===== config.mk =====
export PLATFORM = sky130hd
export DESIGN_NAME = alu_op_sequencer
export DESIGN_NICKNAME = d
export VERILOG_FILES = /design/src/rtl/alu_op_sequencer.sv
export SDC_FILE = /design/constraint.sdc
export NUM_CORES = 1
export LEC_CHECK = 0
export ABC_CLOCK_PERIOD_IN_PS = 1700
export CORE_AREA = 5 5 149 151
export DETAILED_ROUTE_END_ITERATION = 6
export DIE_AREA = 0 0 154 156
export HOLD_SLACK_MARGIN = 0.12
export PLACE_DENSITY = 0.73
export RECOVER_POWER = 100
export SETUP_SLACK_MARGIN = 0.3
export SLEW_MARGIN = 5
export SYNTH_ARGS = -nofsm -noshare
export SYNTH_HDL_FRONTEND = slang
export SYNTH_SLANG_ARGS = --single-unit

===== constraint.sdc =====
create_clock -name clk -period 1.7 [get_ports clk]
set_clock_uncertainty 0.1 [all_clocks]
set_input_delay 0.34 -clock clk [delete_from_list [all_inputs] [get_ports clk]]
set_output_delay 0.34 -clock clk [all_outputs]
set_load 0.1 [all_outputs]

===== src/rtl/alu_op_sequencer.sv =====
// Purpose : registers one ALU op (add/sub/mul/div), holds it on the ALU inputs for a per-op latency and captures the result.
// Latency : rsp_valid first high LAT(op) cycles after the request is accepted (ADD_LAT add/sub, MUL_LAT mul, DIV_LAT div).
// Backpres: one op in flight; req_ready is low from accept until the response handshake, and the response holds while rsp_ready is low.
//
// Ports:
//   clk, reset                   rising-edge clock, synchronous active-high reset
//   req_valid/req_ready          request handshake carrying req_op, req_a, req_b
//   alu_in1/alu_in2/alu_signal   registered operands and op select driven to the combinational ALU
//   alu_result                   ALU output, sampled once the op latency has elapsed
//   rsp_valid/rsp_ready          response handshake carrying rsp_data, rsp_err
//
// Build option ALU_SEQ_DIVZERO_CHECK_EN: a div with req_b==0 bypasses the ALU and returns
// all ones with rsp_err=1 one cycle after accept. Without it rsp_err is tied low.
module alu_op_sequencer #(
    parameter int WIDTH   = 64,
    parameter int ADD_LAT = 1,
    parameter int MUL_LAT = 3,
    parameter int DIV_LAT = 8
) (
    input  logic             clk,
    input  logic             reset,
    input  logic             req_valid,
    output logic             req_ready,
    input  logic [1:0]       req_op,
    input  logic [WIDTH-1:0] req_a,
    input  logic [WIDTH-1:0] req_b,
    output logic [WIDTH-1:0] alu_in1,
    output logic [WIDTH-1:0] alu_in2,
    output logic [1:0]       alu_signal,
    input  logic [WIDTH-1:0] alu_result,
    output logic             rsp_valid,
    input  logic             rsp_ready,
    output logic [WIDTH-1:0] rsp_data,
    output logic             rsp_err
);

    localparam int MAX_LAT = (ADD_LAT > MUL_LAT) ? ((ADD_LAT > DIV_LAT) ? ADD_LAT : DIV_LAT)
                                                 : ((MUL_LAT > DIV_LAT) ? MUL_LAT : DIV_LAT);
    localparam int CNT_W   = $clog2(MAX_LAT + 1);

    generate
        if (ADD_LAT < 1 || MUL_LAT < 1 || DIV_LAT < 1) begin : g_bad_lat
            $error("alu_op_sequencer: every latency parameter must be >= 1");
        end
    endgenerate

    typedef enum logic [1:0] {
        ST_IDLE,
        ST_WAIT,
        ST_RESP
    } state_t;

    state_t           state, state_nxt;
    logic [CNT_W-1:0] cnt, cnt_nxt;
    logic [CNT_W-1:0] lat_sel;
    logic             accept;
    logic             capture;

    // Ready is masked by reset so nothing is accepted on a reset edge.
    assign req_ready = (state == ST_IDLE) && !reset;
    assign rsp_valid = (state == ST_RESP);

`ifdef ALU_SEQ_DIVZERO_CHECK_EN
    logic div_zero_req;
    logic div_zero_q;
`endif

    // Latency for the op currently offered on the request port.
    always_comb begin
        case (req_op)
            2'b10:   lat_sel = CNT_W'(MUL_LAT);
            2'b11:   lat_sel = CNT_W'(DIV_LAT);
            default: lat_sel = CNT_W'(ADD_LAT);
        endcase
`ifdef ALU_SEQ_DIVZERO_CHECK_EN
        // Divide by zero does not wait for the divider: a one-cycle count
        // lands it in RESP on the edge after accept.
        div_zero_req = (req_op == 2'b11) && (req_b == '0);
        if (div_zero_req) begin
            lat_sel = CNT_W'(1);
        end
`endif
    end

    always_comb begin
        state_nxt = state;
        cnt_nxt   = cnt;
        accept    = 1'b0;
        capture   = 1'b0;
        case (state)
            ST_IDLE: begin
                if (req_valid && req_ready) begin
                    accept    = 1'b1;
                    cnt_nxt   = lat_sel;
                    state_nxt = ST_WAIT;
                end
            end
            ST_WAIT: begin
                if (cnt == CNT_W'(1)) begin
                    capture   = 1'b1;
                    cnt_nxt   = '0;
                    state_nxt = ST_RESP;
                end else begin
                    cnt_nxt = cnt - CNT_W'(1);
                end
            end
            ST_RESP: begin
                if (rsp_ready) begin
                    state_nxt = ST_IDLE;
                end
            end
            default: state_nxt = ST_IDLE;
        endcase
    end

    always_ff @(posedge clk) begin
        if (reset) begin
            state      <= ST_IDLE;
            cnt        <= '0;
            alu_in1    <= '0;
            alu_in2    <= '0;
            alu_signal <= 2'b00;
            rsp_data   <= '0;
        end else begin
            state <= state_nxt;
            cnt   <= cnt_nxt;
            if (accept) begin
                alu_in1    <= req_a;
                alu_in2    <= req_b;
                alu_signal <= req_op;
            end
            if (capture) begin
`ifdef ALU_SEQ_DIVZERO_CHECK_EN
                rsp_data <= div_zero_q ? {WIDTH{1'b1}} : alu_result;
`else
                rsp_data <= alu_result;
`endif
            end
        end
    end

`ifdef ALU_SEQ_DIVZERO_CHECK_EN
    always_ff @(posedge clk) begin
        if (reset) begin
            div_zero_q <= 1'b0;
            rsp_err    <= 1'b0;
        end else begin
            if (accept) begin
                div_zero_q <= div_zero_req;
            end
            if (capture) begin
                rsp_err <= div_zero_q;
            end
        end
    end
`else
    assign rsp_err = 1'b0;
`endif

endmodule


==> results.txt <==
vias in the first global route: 8919
Initial Utilization: 34.2%
Routed Antenna Nets: 0
drt total wl: 45900 um
PnR worst setup slack: -151 ps
CTS root buffer: clkbuf_16
Req. time, crit path: 1950 ps
leakage: 7.17 nW
Core ar.: 20700 um^2
Slew HR: 52.8%
Setup Viol. Count Final: 55
count of different cell masters after synthesis: 30
WP buf/inv: 5
VDD IR-drop max: 0.736 mV
Synth top area share: 56.5%
Setup TNS Final: -2760 ps
Final Cycle Share: 109%
DR WL/cell: 26.9 um
register area share after synthesis: 56.5%
I/O pin cnt: 395
first-pass GRT wire length: 53000 um
die area: 24000 um^2
commonest cells after routing, fill and taps aside: 195 x clkdlybuf4s50_1, 176 x buf_12, 169 x dfxtp_2
Synth warnings: 0
Synth area leaders: dfxtp_1 57%, nand2_1 21%, a21oi_1 14%, buf_6 1.7%, clkbuf_1 1.4%
Final Hold Viols: 0
R2R setup slack: -150 ps
Met1 Wirelength: 15800 um
largest net degree at the start of global routing: 93
CP peak stage delay: 350 ps
Slew @ Worst Pin: 707 ps
metal3 WL: 3350 um
Final #Nets: 1610
Synth Flop Type: dfxtp_1
Via Count: 9171
ys async rst share: 0%
total track usage: 28.7%
Die H: 156 um
Max Buffers Root-to-Sink: 2
vias per cell: 5.37
cell at the slowest stage of the critical path: dfxtp_2
Post-route DRC: 0
Worst Setup End Kind: flip-flop
Hold Path Class: in -> reg
Worst EP arrival: 2100 ps
DRT Pass-1 Iters: 7
mean area per synthesized cell: 7.96 um^2
Post-synth EDFFs: 0
fin cells: 1709
failing checks: setup timing
RSZ-0062 raised after global routing: yes
delay-heaviest family, CP: buffers and inverters
grt total ovfl: 0
worst hold margin: 342 ps
Mapped Cells: 890
most common cell after layout, fill and taps aside: clkdlybuf4s50_1
top layer in use: met4
Crit Path Class: reg -> reg
Syn Nets: 1090
Pwr Total: 14.9 mW
H-tree lvl count: 4
CTS sink cnt: 200
initial antenna violation count: 10
met2 WL: 23300 um
run status: complete, but fails checks
area leader, netlist: dfxtp_1
hold-fix buffer count after cts: 0
Post-Syn Area: 7090 um^2
CP Cell Sequence: inv_2, ha_4, nor3b_4, buf_4, buf_6, nand2b_4, buf_12, clkbuf_16, nand2_1, a21oi_2
clock latency on the worst-skew pair: 430 ps
dpl cells: 1519
CTS Buf Count: 17
die width: 154 um
PortBufs: 393
site row count: 53
crit path launch type: flip-flop
fraction of layout cells with a size suffix above 1: 68.6%
Cell Pwr Density: 836 nW/um^2
HPWL reported at the end of detailed placement: 20300 um
Max FO, Critical Path: 6
post-route cell area: 17800 um^2
max cap viols: 0
Slew Viols, Final: 0
Tmin final: 1850 ps
CTS tree: done
Fmax: 0.540 GHz
synthesis-stage register bit count: 200
Iteration-0 DRC Markers: 682
dpl cell area: 13300 um^2
Clock Pin Slew Worst Setup and Hold Paths: 80 ps
Final Wtd Congestion: 0.885
area grow syn2layout: 151%
[cell type report]
| class | instances | area, um^2 |
|---|---|---|
| sequential | 200 | 4320 |
| inverter | 3 | 11.3 |
| clock inverter | 13 | 120 |
| fill | 865 | 2910 |
| multi-input combinational | 623 | 4550 |
| tap | 275 | 344 |
| timing repair buffer | 565 | 7970 |
| antenna | 12 | 30.0 |
| clock buffer | 18 | 429 |
[synthesized netlist by cell type (2+ instances only)]
cell type,n
ha_1,2
buf_2,16
dfxtp_1,200
buf_6,11
nor3_1,3
nand2b_1,2
nand2_1,391
a21oi_1,198
nor2_1,5
clkbuf_1,27
nor2b_1,2
buf_4,12
o21ai_0,2
inv_1,3
[cell families (layout without fill, tap and decap cells)]
| kind of cell | count (synthesis) | in the layout | synth area share [%] |
|---|---|---|---|
| AO/OA/AOI/OAI | 204 | 204 | 14.6 |
| XOR/XNOR | 1 | 1 | 0.124 |
| AND/OR/NAND/NOR | 411 | 414 | 22.4 |
| multiplexers | 1 | 1 | 0.141 |
| other | 1 | 13 | 0.0529 |
| adder cells (fa/ha/maj) | 2 | 2 | 0.353 |
| buffers and inverters | 70 | 599 | 5.85 |
| flip-flops | 200 | 200 | 56.5 |
[power by group]
| part | switching [mW] | internal (mW) | total, mW |
|---|---|---|---|
| Clock | 2.09 | 1.92 | 4.01 |
| Combinational | 3.25 | 2.34 | 5.60 |
| Sequential | 0.295 | 4.95 | 5.25 |
[stage by stage]
step	setup slack [ps]	util [%]
2_1_floorplan	-3.75	-
3_3_place_gp	-216	64.2
3_5_place_dp	-285	64.2
4_1_cts	-47.8	77.7
5_1_grt	-197	85.9
6_report	-151	85.9
[flip-flops by register name (all words and copies together), names as in the netlist]
name        cells
alu_in2        64
alu_signal      2
alu_in1        64
state           2
rsp_data       64
cnt             4
[worst register-to-register path, cell delays in order (launching register included)]
cell and delay, ps:
dfxtp_2 350, inv_2 50, ha_4 140, nor3b_4 140, buf_4 130, buf_6 110, nand2b_4 150, buf_12 170
clkbuf_16 170, nand2_1 100, a21oi_2 150
[metal layers]
layer  GRT usage, %  vias up
li1               -     3940
met1           30.6     4480
met2           50.9      556
met3           7.02      195
met4           18.0        0
met5              0        -
[final timing paths]
kind / start / end / cells past startpoint
setup / recovery: cnt[1]$_SDFFE_PP0P_ / rsp_data[27]$_SDFFE_PP0P_ / 10
hold reg to reg: alu_in1[55]$_SDFFE_PP0P_ / alu_in1[55]$_SDFFE_PP0P_ / 2
hold / removal: reset / alu_in1[28]$_SDFFE_PP0P_ / 3
setup reg to reg: cnt[1]$_SDFFE_PP0P_ / rsp_data[27]$_SDFFE_PP0P_ / 10
[repair_timing]
action / CTS / global route
pin swaps: 84 / 231
endpoints found under the setup margin: 384 / 396
cloned: 28 / 23
buffers inserted: 67 / 29
hold endpoints to repair: 0 / 0
resized for setup: 386 / 450
Note: power is estimated with default switching activity, not from simulation.
==> patch: new RTL, same settings <==
Add a define of `ALU_SEQ_DIVZERO_CHECK_EN`.
--- a/src/rtl/alu_op_sequencer.sv
+++ b/src/rtl/alu_op_sequencer.sv
@@ -12,4 +12,6 @@
 // Build option ALU_SEQ_DIVZERO_CHECK_EN: a div with req_b==0 bypasses the ALU and returns
 // all ones with rsp_err=1 one cycle after accept. Without it rsp_err is tied low.
+`define ALU_SEQ_DIVZERO_CHECK_EN
+
 module alu_op_sequencer #(
     parameter int WIDTH   = 64,
Function: changed (Yosys sat finds a counterexample within 4 cycles, from zero or initial values and one cycle with reset high).
==> patch against the original RTL <==
- the flow still finishes with violations (negative setup slack)
- power increased by 18%
- sequential share of layout area barely moved
- sequential cell count up 2
- first-iteration DRC count up 81%
- synthesized area increased by 7.9%
- sequential power increased by 4%
- cell count grew 4.9%
- combinational power increased by 16%
- worst setup slack worse by 0.93 ns
- cell area increased by 1.7%
- utilization rose by 1.5 points
- wire length rose by 48%
==> patch: results (changes against the original RTL) <==
- Post-synthesis net count: 1118 (was 1090)
- Synth top area cells: dfxtp_1 53%, nand2b_1 11%, nor3_1 8.4% (was dfxtp_1 57%, nand2_1 21%, a21oi_1 14%)
- 1st-iter DRT viols: 1233 (was 682)
- Failing checks: negative setup slack (unchanged)
- Port Buf Inserts: 394 (was 393)
- Proportion of layout cells with a drive suffix above 1: 0.693 (was 0.686)
- Final Setup Violations: 204 (was 55)
- Vias in the first global route: 10.1k (was 8919)
- Max FO, Critical Path: 3 (was 6)
- DRT Pass-1 Iters: 6 (was 7)
- Relative slew slack: 0.423 (was 0.528)
- GR Util All Layers: 0.311 (was 0.287)
- Num CTS Buffers: 23 (was 17)
- Placed cell area: 14400 µm² (was 13300 µm²)
- Biggest regs: alu_in1: 64 flops, alu_in2: 64 flops, rsp_data: 64 flops (unchanged)
- Run status: finished with violations (unchanged)
- Critical Path Max Stage Delay: 0.80 ns (was 0.35 ns)
- Vias per inst: 6.47 (was 5.37)
- CP delay by family, top: simple AND/OR/NAND/NOR gates (was buffers and inverters)
- Worst Setup Slack, final: -1.08 ns (was -0.151 ns)
- Critical-path top delay cell: nor4_1 (was dfxtp_2)
- Most used DFF post-synth: dfxtp_1 (unchanged)
- Worst-path clk slew: 0.07 ns
- Post-Route WL: 67900 µm (was 45900 µm)
- Lkg Pwr: 7.66 nW (was 7.17 nW)
- Fillers: 632 (was 865)
- NumNets Final: 1693 (was 1610)
- Top cells by count, synth: 202 x dfxtp_1, 133 x nand2_1, 131 x nand2b_1, 129 x nor3_1, 124 x o21ai_0 (was 391 x nand2_1, 200 x dfxtp_1, 198 x a21oi_1, 27 x clkbuf_1, 16 x buf_2)
- First-pass GRT wire length: 58700 µm (was 53000 µm)
- Post-synth cell types: 36 (was 30)
- Post-DP HPWL: 21800 µm (was 20300 µm)
- Initial antenna violation count: 9 (was 10)
- Max Root-Sink Buffers: 3 (was 2)
- Worst VDD drop: 0.000893 V (was 0.000736 V)
- H-tree depth: 1 (was 4)
- Largest net degree at the start of global routing: 96 (was 93)
- Synth Warn #: 0 (unchanged)
- Worst skew pair latency: 0.53 ns (was 0.43 ns)
- Worst Hold Class: in -> reg (unchanged)
- Sequential share of the synthesized area: 0.529 (was 0.565)
- Worst EP arrival: 3.01 ns (was 2.10 ns)
- Routability cong.: 0.877 (was 0.885)
[patch: worst register-to-register path, stage by stage, from the launching register on]
cell,delay [ns]
dfxtp_2,0.34
inv_2,0.09
ha_4,0.14
nor3b_4,0.26
buf_6,0.16
and2_4,0.22
buf_4,0.14
buf_6,0.09
buf_12,0.13
nor2_4,0.04
nor3_2,0.47
[patch: per-layer routing]
metal | GRT usage | part of all wire | vias to the layer above
met5 | 0 | 0 | -
met1 | 0.318 | 0.29 | 5419
li1 | - | - | 4270
met4 | 0.142 | 0.14 | 0
met2 | 0.582 | 0.45 | 1279
met3 | 0.0954 | 0.12 | 626
[patch: worst paths after layout]
kind	startpoint	slack, ns	depth (start not counted)	endpoint
setup / recovery	req_b[34]	-1.08	6	cnt[3]
hold / removal	req_b[13]	0.19	4	alu_in2[13]
setup reg to reg	cnt[1]	-0.68	10	rsp_data[15]
hold reg to reg	alu_in2[8]	0.40	2	alu_in2[8]
[patch: logic make-up after synthesis]
family / synth area share
AO/OA/AOI/OAI: 0.0973
adder cells (fa/ha/maj): 0.00327
buffers and inverters: 0.0475
AND/OR/NAND/NOR: 0.323
flip-flops: 0.529
[patch: timing repair]
action | in CTS | in global routing
hold endpoints to repair | 4 | 6
gates resized for setup | 342 | 586
endpoints found under the setup margin | 399 | 399
hold buffers | 4 | 6
setup buffers | 68 | 42
pin swaps | 31 | 152
cloned | 40 | 14
[patch: final cells by class]
cell class	count	area, µm²	share of cell area
Antenna cell	10	25.0	0.00138
Clock buffer	30	632	0.0349
Clock inverter	10	154	0.00851
Inverter	3	11.3	0.000623
Multi-Input combinational cell	643	5680	0.314
Sequential cell	202	4400	0.243
Tap cell	275	344	0.0190
Timing Repair Buffer	620	6840	0.378
[patch: through the flow]
| step | instances | power (mW) | worst slack (ns) | TNS (ns) |
|---|---|---|---|---|
| 2_1_floorplan | 918 | 8.45 | -0.267 | -0.267 |
| 3_5_place_dp | 1569 | 10.8 | -0.751 | -26.89 |
| 6_report | 1793 | 17.6 | -1.08 | -40.85 |
| 4_1_cts | 1721 | 16.8 | -0.0577 | -2.09 |
| 3_3_place_gp | 1569 | 10.7 | -0.791 | -24.88 |
| 5_1_grt | 1791 | 17.7 | -1.41 | -46.72 |
[patch: power by group]
group,switching (mW),internal (mW)
registers,0.337,5.11
logic,4.38,2.14
clock network,2.37,3.23
